$ cat src/rtl/led_matrix_pkg.sv
// Shared types and constants for the 8x8 bicolour LED matrix scan logic.
// Slot encoding is {line, color}; color 0 = red, 1 = green.
package led_matrix_pkg;

  localparam int LINES  = 8;
  localparam int COLS   = 8;
  localparam int COLORS = 2;

  typedef enum logic [1:0] {
    SHIFT,
    LATCH,
    DISPLAY
  } scan_state_e;

  typedef logic [COLORS-1:0][LINES-1:0][COLS-1:0] frame_t;

  function automatic logic [2:0] slot_line(input logic [3:0] slot);
    return slot[3:1];
  endfunction

  function automatic logic slot_color(input logic [3:0] slot);
    return slot[0];
  endfunction

endpackage

$ cat src/rtl/led_tick_gen.sv
// Free-running prescaler: one-cycle tick every CLK_DIV clocks.
// The tick is asserted while the counter sits at its terminal value.
module led_tick_gen #(
  parameter int CLK_DIV = 16
) (
  input  logic clk,
  input  logic rst_n,
  output logic tick
);

  localparam int W = (CLK_DIV > 2) ? $clog2(CLK_DIV) : 1;

  logic [W-1:0] cnt_q;

  assign tick = (cnt_q == W'(CLK_DIV - 1));

  always_ff @(posedge clk or negedge rst_n) begin
    if (!rst_n) begin
      cnt_q <= '0;
    end else if (tick) begin
      cnt_q <= '0;
    end else begin
      cnt_q <= cnt_q + 1'b1;
    end
  end

endmodule

$ cat src/rtl/led_matrix_scan_ctrl.sv
// Double-buffered scan controller: shifts, latches and lights one
// line/colour slot at a time; buffers swap only at the frame boundary.
module led_matrix_scan_ctrl
  import led_matrix_pkg::*;
#(
  parameter int CLK_DIV     = 16,
  parameter int DWELL_TICKS = 64
) (
  input  logic       clk,
  input  logic       rst_n,
  input  logic       wr_en,
  input  logic       wr_color,
  input  logic [2:0] wr_line,
  input  logic [7:0] wr_data,
  input  logic       swap_req,
  output logic       swap_ack,
  output logic       frame_start,
  output logic       sr_data,
  output logic       sr_clk,
  output logic       sr_latch,
  output logic [2:0] line_sel,
  output logic       col_red_n,
  output logic       col_green_n
);

  localparam int DW = (DWELL_TICKS > 1) ? $clog2(DWELL_TICKS + 1) : 1;

  logic tick;

  led_tick_gen #(
    .CLK_DIV(CLK_DIV)
  ) u_tick (
    .clk  (clk),
    .rst_n(rst_n),
    .tick (tick)
  );

  scan_state_e state_q, state_d;
  logic [3:0]    slot_q, slot_d;
  logic [3:0]    sh_cnt_q, sh_cnt_d;
  logic [DW-1:0] dwell_q, dwell_d;
  logic          front_q, front_d;

  logic       sr_data_d, sr_clk_d, sr_latch_d;
  logic [2:0] line_sel_d;
  logic       red_n_d, green_n_d;
  logic       swap_ack_d, frame_start_d;

  frame_t buf_q [2];
  frame_t front_frame;
  logic   px;

  // Host writes always land in whichever buffer is not being shown.
  always_ff @(posedge clk or negedge rst_n) begin
    if (!rst_n) begin
      buf_q[0] <= '0;
      buf_q[1] <= '0;
    end else if (wr_en) begin
      buf_q[~front_q][wr_color][wr_line] <= wr_data;
    end
  end

  assign front_frame = buf_q[front_q];
  assign px = front_frame[slot_color(slot_q)][slot_line(slot_q)][~sh_cnt_q[3:1]];

  always_comb begin
    state_d       = state_q;
    slot_d        = slot_q;
    sh_cnt_d      = sh_cnt_q;
    dwell_d       = dwell_q;
    front_d       = front_q;
    sr_data_d     = sr_data;
    sr_clk_d      = sr_clk;
    sr_latch_d    = sr_latch;
    line_sel_d    = line_sel;
    red_n_d       = col_red_n;
    green_n_d     = col_green_n;
    swap_ack_d    = 1'b0;
    frame_start_d = 1'b0;
    if (tick) begin
      unique case (state_q)
        SHIFT: begin
          red_n_d   = 1'b1;
          green_n_d = 1'b1;
          if (!sh_cnt_q[0]) begin
            sr_data_d     = px;
            sr_clk_d      = 1'b0;
            frame_start_d = (slot_q == 4'd0) && (sh_cnt_q == 4'd0);
          end else begin
            sr_clk_d = 1'b1;
          end
          sh_cnt_d = sh_cnt_q + 4'd1;
          if (sh_cnt_q == 4'd15) begin
            state_d = LATCH;
          end
        end
        LATCH: begin
          sr_clk_d   = 1'b0;
          sr_latch_d = 1'b1;
          dwell_d    = '0;
          state_d    = DISPLAY;
        end
        DISPLAY: begin
          sr_latch_d = 1'b0;
          line_sel_d = slot_line(slot_q);
          red_n_d    = slot_color(slot_q);
          green_n_d  = ~slot_color(slot_q);
          dwell_d    = dwell_q + 1'b1;
          if (dwell_q == DW'(DWELL_TICKS - 1)) begin
            state_d = SHIFT;
            slot_d  = slot_q + 4'd1;
            // Frame boundary: the only point a swap may be taken.
            if (slot_q == 4'd15 && swap_req) begin
              front_d    = ~front_q;
              swap_ack_d = 1'b1;
            end
          end
        end
        default: state_d = SHIFT;
      endcase
    end
  end

  always_ff @(posedge clk or negedge rst_n) begin
    if (!rst_n) begin
      state_q     <= SHIFT;
      slot_q      <= '0;
      sh_cnt_q    <= '0;
      dwell_q     <= '0;
      front_q     <= 1'b0;
      sr_data     <= 1'b0;
      sr_clk      <= 1'b0;
      sr_latch    <= 1'b0;
      line_sel    <= '0;
      col_red_n   <= 1'b1;
      col_green_n <= 1'b1;
      swap_ack    <= 1'b0;
      frame_start <= 1'b0;
    end else begin
      state_q     <= state_d;
      slot_q      <= slot_d;
      sh_cnt_q    <= sh_cnt_d;
      dwell_q     <= dwell_d;
      front_q     <= front_d;
      sr_data     <= sr_data_d;
      sr_clk      <= sr_clk_d;
      sr_latch    <= sr_latch_d;
      line_sel    <= line_sel_d;
      col_red_n   <= red_n_d;
      col_green_n <= green_n_d;
      swap_ack    <= swap_ack_d;
      frame_start <= frame_start_d;
    end
  end

endmodule

$ cat config.mk
export PLATFORM = sky130hd
export DESIGN_NAME = led_matrix_scan_ctrl
export DESIGN_NICKNAME = d
export VERILOG_FILES = /design/src/rtl/led_matrix_pkg.sv /design/src/rtl/led_tick_gen.sv /design/src/rtl/led_matrix_scan_ctrl.sv
export SDC_FILE = /design/constraint.sdc
export NUM_CORES = 1
export LEC_CHECK = 0
export BUFFER_PORTS_ARGS = -buffer_cell sky130_fd_sc_hd__buf_2
export CORE_ASPECT_RATIO = 0.8
export CORE_MARGIN = 3
export CORE_UTILIZATION = 55
export DETAILED_ROUTE_END_ITERATION = 10
export PLACE_DENSITY_LB_ADDON = 0.2
export SYNTH_ARGS = -nofsm -noshare
export SYNTH_HDL_FRONTEND = slang
export SYNTH_HIERARCHICAL = 1
export SYNTH_SLANG_ARGS = --single-unit
$ cat constraint.sdc
create_clock -name clk -period 5.9 [get_ports clk]
set_clock_uncertainty 0.2 [all_clocks]
set_input_delay 0.59 -clock clk [delete_from_list [all_inputs] [get_ports clk]]
set_output_delay 0.59 -clock clk [all_outputs]
set_load 0.01 [all_outputs]
; ---- Word-level counts from Yosys, hierarchy flattened
; Index checks and enable logic that the tools add are counted.
[word_totals]
reg_bits = 288
input_bits = 16
[classes]
addsub = 4
n_lt_le_gt_ge = 10
eq_ne = 8
n_mux = 33
n_bitwise = 6
n_reduce_logical = 20
[ops]
columns = cell, n
row1 = 128-bit 2-to-1 mux, 4
row2 = 256-bit bitwise mux, 1
row3 = 64-bit 2-to-1 mux, 3
row4 = 128-bit demux with 1-bit select, 1
row5 = 64-bit demux with 1-bit select, 1
row6 = 8-bit binary-select mux with 3-bit select, 1
row7 = 8-bit demux with 3-bit select, 1
row8 = 8-bit 2-to-1 mux, 2
row9 = 7-bit case mux with 2 select lines, 1
row10 = "4-bit by 1-bit adder with 4-bit output, second input constant", 3
row11 = "4-bit == test, second input constant", 3
row12 = "3-bit by 4-bit less-than comparator with 1-bit output, second input constant", 3
row13 = 2-bit AND reduction, 5
row14 = 1-bit 2-to-1 mux, 9
row15 = 3-bit AND reduction, 3
row16 = 4-bit zero test, 2
row17 = 1-bit case mux with 2 select lines, 4
row18 = "7-bit by 1-bit adder with 7-bit output, second input constant", 1
row19 = "7-bit by 6-bit == test with 1-bit output, second input constant", 1
row20 = 2-bit case mux with 3 select lines, 1
row21 = 2-bit nonzero test, 3
row22 = 1-bit logical AND, 5
row23 = "2-bit >= comparator, second input constant", 2
row24 = "1-bit by 2-bit less-than comparator with 1-bit output, second input constant", 2
row25 = other kinds (14), 19

; ---- Depth between registers and ports, before layout
[logic_depth]
depth_word = 10
ltp_mapped = 12
mapped_depth_nobuf = 7

; ---- By module
; The synthesis kept the hierarchy.
[by_module_without_submodules]
columns = mod, n_inst, cells_per_inst, area_each_um2
row1 = led_matrix_scan_ctrl, 1, 912, 13270.2
row2 = led_tick_gen, 1, 13, 168.9

; ---- Worst setup path after synthesis
; Ideal clock, no wire load.
[synth_path]
kind = register to register
start = register slot_q[0]
end = register sr_data
t_arrival_ns = 2.588
t_required_ns = 5.575
setup_slack_ns = 2.987
path_stages_with_launch = 10
n_path_buf = 3
path_cell_list = dfrtp_1 -> clkbuf_1 -> clkbuf_1 -> clkbuf_1 -> mux4_2 -> o22ai_1 -> nor3_1 -> o31a_1 -> a311o_1 -> mux2_4
[synth_via]
elab_chain_len = 6
[synth_rtl]
columns = element, line
row1 = start: declaration, led_matrix_scan_ctrl.sv:39  ; logic [3:0] slot_q, slot_d;
row2 = start signal: assignment, led_matrix_scan_ctrl.sv:141  ; slot_q <= slot_d;
row3 = 64-bit 2-to-1 mux (implied by the code) (2 in a row), led_matrix_scan_ctrl.sv:64  ; assign px = front_frame[slot_color(slot_q)][slot_line(slot_q)][~sh_cnt_q[3:1]];
row4 = 8-bit binary-select mux with 3-bit select, led_matrix_scan_ctrl.sv:64
row5 = 8-bit 2-to-1 mux (implied by the code), led_matrix_scan_ctrl.sv:64
row6 = 1-bit binary-select mux with 3-bit select, led_matrix_scan_ctrl.sv:64
row7 = 1-bit 2-to-1 mux (implied by the code), led_matrix_scan_ctrl.sv:64
row8 = end signal: assignment, led_matrix_scan_ctrl.sv:145  ; sr_data <= sr_data_d;
row9 = end: declaration, led_matrix_scan_ctrl.sv:18  ; output logic sr_data,
; No other way between the ends. The select of a mux whose other input is x is not followed.
; A chain may end at the register's enable or synchronous reset.

; ---- Worst setup path after layout
[layout_path]
start = register front_q
end = register sr_data
[layout_via]
elab_chain_len = 10
[layout_rtl]
columns = element, line
row1 = start: declaration, led_matrix_scan_ctrl.sv:42  ; logic front_q, front_d;
row2 = start signal: assignment, led_matrix_scan_ctrl.sv:144  ; front_q <= front_d;
row3 = 1-bit inverter with 2-bit output (implied by the code), led_matrix_scan_ctrl.sv:63  ; assign front_frame = buf_q[front_q];
row4 = 128-bit 2-to-1 mux (implied by the code) (3 in a row), led_matrix_scan_ctrl.sv:63
row5 = 64-bit 2-to-1 mux (implied by the code) (2 in a row), led_matrix_scan_ctrl.sv:64
row6 = 8-bit binary-select mux with 3-bit select, led_matrix_scan_ctrl.sv:64
row7 = 8-bit 2-to-1 mux (implied by the code), led_matrix_scan_ctrl.sv:64
row8 = 1-bit binary-select mux with 3-bit select, led_matrix_scan_ctrl.sv:64
row9 = 1-bit 2-to-1 mux (implied by the code), led_matrix_scan_ctrl.sv:64
; No other way between the ends. The select of a mux whose other input is x is not followed.

==> results by group <==
Synth
  • Top cell type's share of synthesized area: 53.3%
  • Syn. warnings: 6
  • Top_reg_cell synth: dfrtp_1
  • Seq/Total Area, Yosys: 53.6%
  • Cell count after synthesis: 925
  • Post-Syn Area: ~13000 um2
  • Largest area contributor in the netlist: dfrtp_1
  • Synth Register Bits: ~290
  • Ys async rst share: 100%
  • Syn_area_per_cell: 14.5 um2
  • Top cells by area, synth: dfrtp_1 53%, mux2_2 22%, mux4_2 5.9%
  • Distinct cells, synth: 56
  • EDFF count, synth: 0
  • Syn nets: 950

Layout
  • Most frequent cells in the layout: 284 x dfrtp_1, 264 x mux2_2, 44 x nand2_1
  • P&R area growth vs syn: 9.17%
  • Most common cell after layout, fill and taps aside: dfrtp_1
  • Core Util, Final: 61.9%
  • Layout cells sized above 1: between 40% and 50%
  • Diodes inserted: 0
  • Final net count: about 950
  • # fillers: 1825

Die
  • Row Count: 50
  • Starting Density: a little under three fifths
  • Top Ports: 26
  • Die width: 181 um
  • DIE HEIGHT: between 100 and 150 um
  • DIE AREA: 26400 um2
  • Core area: 23700 um2

Timing
  • Hold Violations, Final: 0
  • Actual slew at the worst max-slew pin: 1.25 ns
  • TNS Setup: 0 ns
  • Fin crit period: 3.78 ns
  • Finish-stage setup viols: 0
  • Final Max Slew Viols: 0
  • RSZ-0062 raised after global routing: false
  • Final cycle utilization of the critical path: 64.0%
  • Worst slew margin: 16.1%
  • WHS: 0.144 ns
  • Max Fclk: ~260 MHz

Clock tree
  • CTS Buffer Depth: 3
  • H-tree levels: 1
  • Total CTS buffers: 29
  • Sink Count: 288
  • CTS tree: yes
  • Clk slew on worst S/H paths: 0.06 ns
  • Cts repair resizes: 0
  • Root Buffer: clkbuf_16
  • Setup bufs post-CTS: 0
  • CTS Hold Buffers Added: 1
  • Clk_lat worst skew: 0.55 ns

Worst setup path
  • Critical Path, Cell by Cell: buf_4 > mux4_1 > mux2_2 > o22ai_1 > a2111oi_0 > and3_1 > a311o_1 > mux2_4
  • Crit Path Category: flip-flop to flip-flop
  • CP Data Required Time: 6.13 ns
  • Worst Setup SP: front_q
  • CP startpoint kind: flip-flop
  • Critical path's largest stage delay: approximately 0.97 ns
  • Slowest-stage cell, CP: dfrtp_4
  • CP max FO: 43
  • Crit path DAT: 4.00 ns
  • Critical path capture point type: flip-flop
  • Worst Reg-to-Reg Cells: 8
  • Reg-to-reg critical path startpoint: front_q

Detailed routing
  • Initial DRC count: 622
  • DRC viols: 0
  • Total number of vias: 7868
  • DRT antenna net count: 0
  • Final wirelength: 30400 um
  • Vias per Instance: approximately 6.2
  • Routed wire per std cell: 24.1 um
  • DRT Pass-1 Iters: 5

Min path
  • Hold Path Stages: 3
  • Hold path startpoint: swap_req
  • Min-Delay Path Class: input port to flip-flop

Global routing
  • First-pass GRT wire length: 48500 um
  • Tot GR Track Use: 23.3%
  • Largest net degree at the start of global routing: 132
  • Initial antenna violation count: 0
  • Grt total ovfl: 0
  • Vias in the first global route: between 8000 and 9000

Place
  • DP HPWL: 19400 um
  • GP Congestion: between 0.8 and 0.9
  • Port Buffers: 25

Power and ir drop
  • Comb power frac: approximately 6.7%
  • Peak VDD IR: 246 uV
  • Cell internal pwr: around 3400 uW
  • Static leakage: 0.00663 uW
  • Seq pwr share: 52.3%
  • Switch Pwr: between 900 and 1000 uW
  • Cell Pwr Density: 297 nW/um2
  • Switching Share: between 20% and 30%
  • Power share of the clock group: 41.0%

Outcome
  • Status: finished, final reports clean

Job
  • Max-cap viol count: 0
[area by class of cell]
cell class / instances / area [um2] / area share [%]
tap: 312 / 390 / 2.66
inverter: 13 / 48.8 / 0.333
multi-input combinational: 561 / 5870 / 40.0
clock inverter: 8 / 47.5 / 0.324
timing repair buffer: 34 / 218 / 1.48
sequential: 288 / 7210 / 49.2
clock buffer: 46 / 880 / 6.00
[metal layers]
layer  global-route usage, %  vias up  part of all wire (%)
met1                    36.2     4169                    47
li1                        -     3433                     -
met4                    5.95        0                   2.7
met3                    3.77       58                   5.8
met5                       0        -                     0
met2                    34.7      208                    45
[sequential cells by signal (all words and copies together) (netlist names), 2 cells and up]
register      cells
dwell_q           7
buf_q           256
u_tick/cnt_q      4
sh_cnt_q          4
state_q           2
line_sel          3
slot_q            4
[power groups by stage]
stage | registers [uW] | clock network (uW) | logic (uW)
after floorplan | 2270 | 0 | 213
after global placement | 2310 | 0 | 286
after detailed placement | 2310 | 0 | 299
after CTS | 2280 | 1820 | 300
after global routing | 2300 | 1890 | 327
final | 2280 | 1780 | 294
[kinds of logic (layout without fill, tap and decap cells)]
logic type	Yosys count	after routing	share of synthesized area [%]
multiplexers	351	351	34.2
AO/OA/AOI/OAI	65	65	3.31
adder cells (fa/ha/maj)	9	9	0.838
flip-flops	288	288	53.6
AND/OR/NAND/NOR	128	128	4.84
XOR/XNOR	8	8	0.521
buffers and inverters	76	101	2.65
[worst max-delay path, delay by kind of cell (launching register included)]
kind                   cells  cell delay [ns]
AND/OR/NAND/NOR            1             0.22
flip-flops                 1             0.97
buffers and inverters      1             0.49
multiplexers               3             1.15
AO/OA/AOI/OAI              3             0.57
[worst paths after layout]
check	to	slack, ns
max	sr_data	2.12
min	swap_ack	0.14
max reg2reg	sr_data	2.12
min reg2reg	sr_latch	0.28
max in group asynchronous	buf_q[60]	3.70
min in group asynchronous	buf_q[62]	0.42
[per-stage QoR]
stage / worst slack, ns / area (um2) / total power [uW] / cells
after global routing: 1.94 / 14700 / 4520 / 1262
after CTS: 2.13 / 14700 / 4400 / 1262
after floorplan: 2.99 / 13400 / 2490 / 925
after global placement: 2.20 / 13700 / 2590 / 1207
final: 2.12 / 14700 / 4350 / 1262
after detailed placement: 2.15 / 13700 / 2610 / 1207
[cell usage after synthesis (3+ instances only)]
| master | count |
|---|---|
| mux2i_1 | 32 |
| nand4b_1 | 3 |
| buf_1 | 3 |
| clkbuf_1 | 48 |
| nand2b_1 | 5 |
| mux4_1 | 19 |
| o221ai_1 | 8 |
| nor2_1 | 25 |
| inv_1 | 11 |
| nand2_1 | 44 |
| nor4_1 | 3 |
| a2111oi_0 | 3 |
| a21oi_1 | 12 |
| nand3_1 | 14 |
| nor3_2 | 4 |
| dfrtp_1 | 286 |
| and3_1 | 3 |
| a31oi_1 | 4 |
| nor2b_1 | 6 |
| mux4_2 | 35 |
| ha_1 | 9 |
| buf_6 | 3 |
| nor3_1 | 9 |
| o21ai_0 | 16 |
| o22ai_1 | 6 |
| buf_4 | 3 |
| buf_2 | 4 |
| mux2_2 | 264 |
| xnor2_1 | 6 |
No activity file was read; power rests on OpenSTA's default activity.
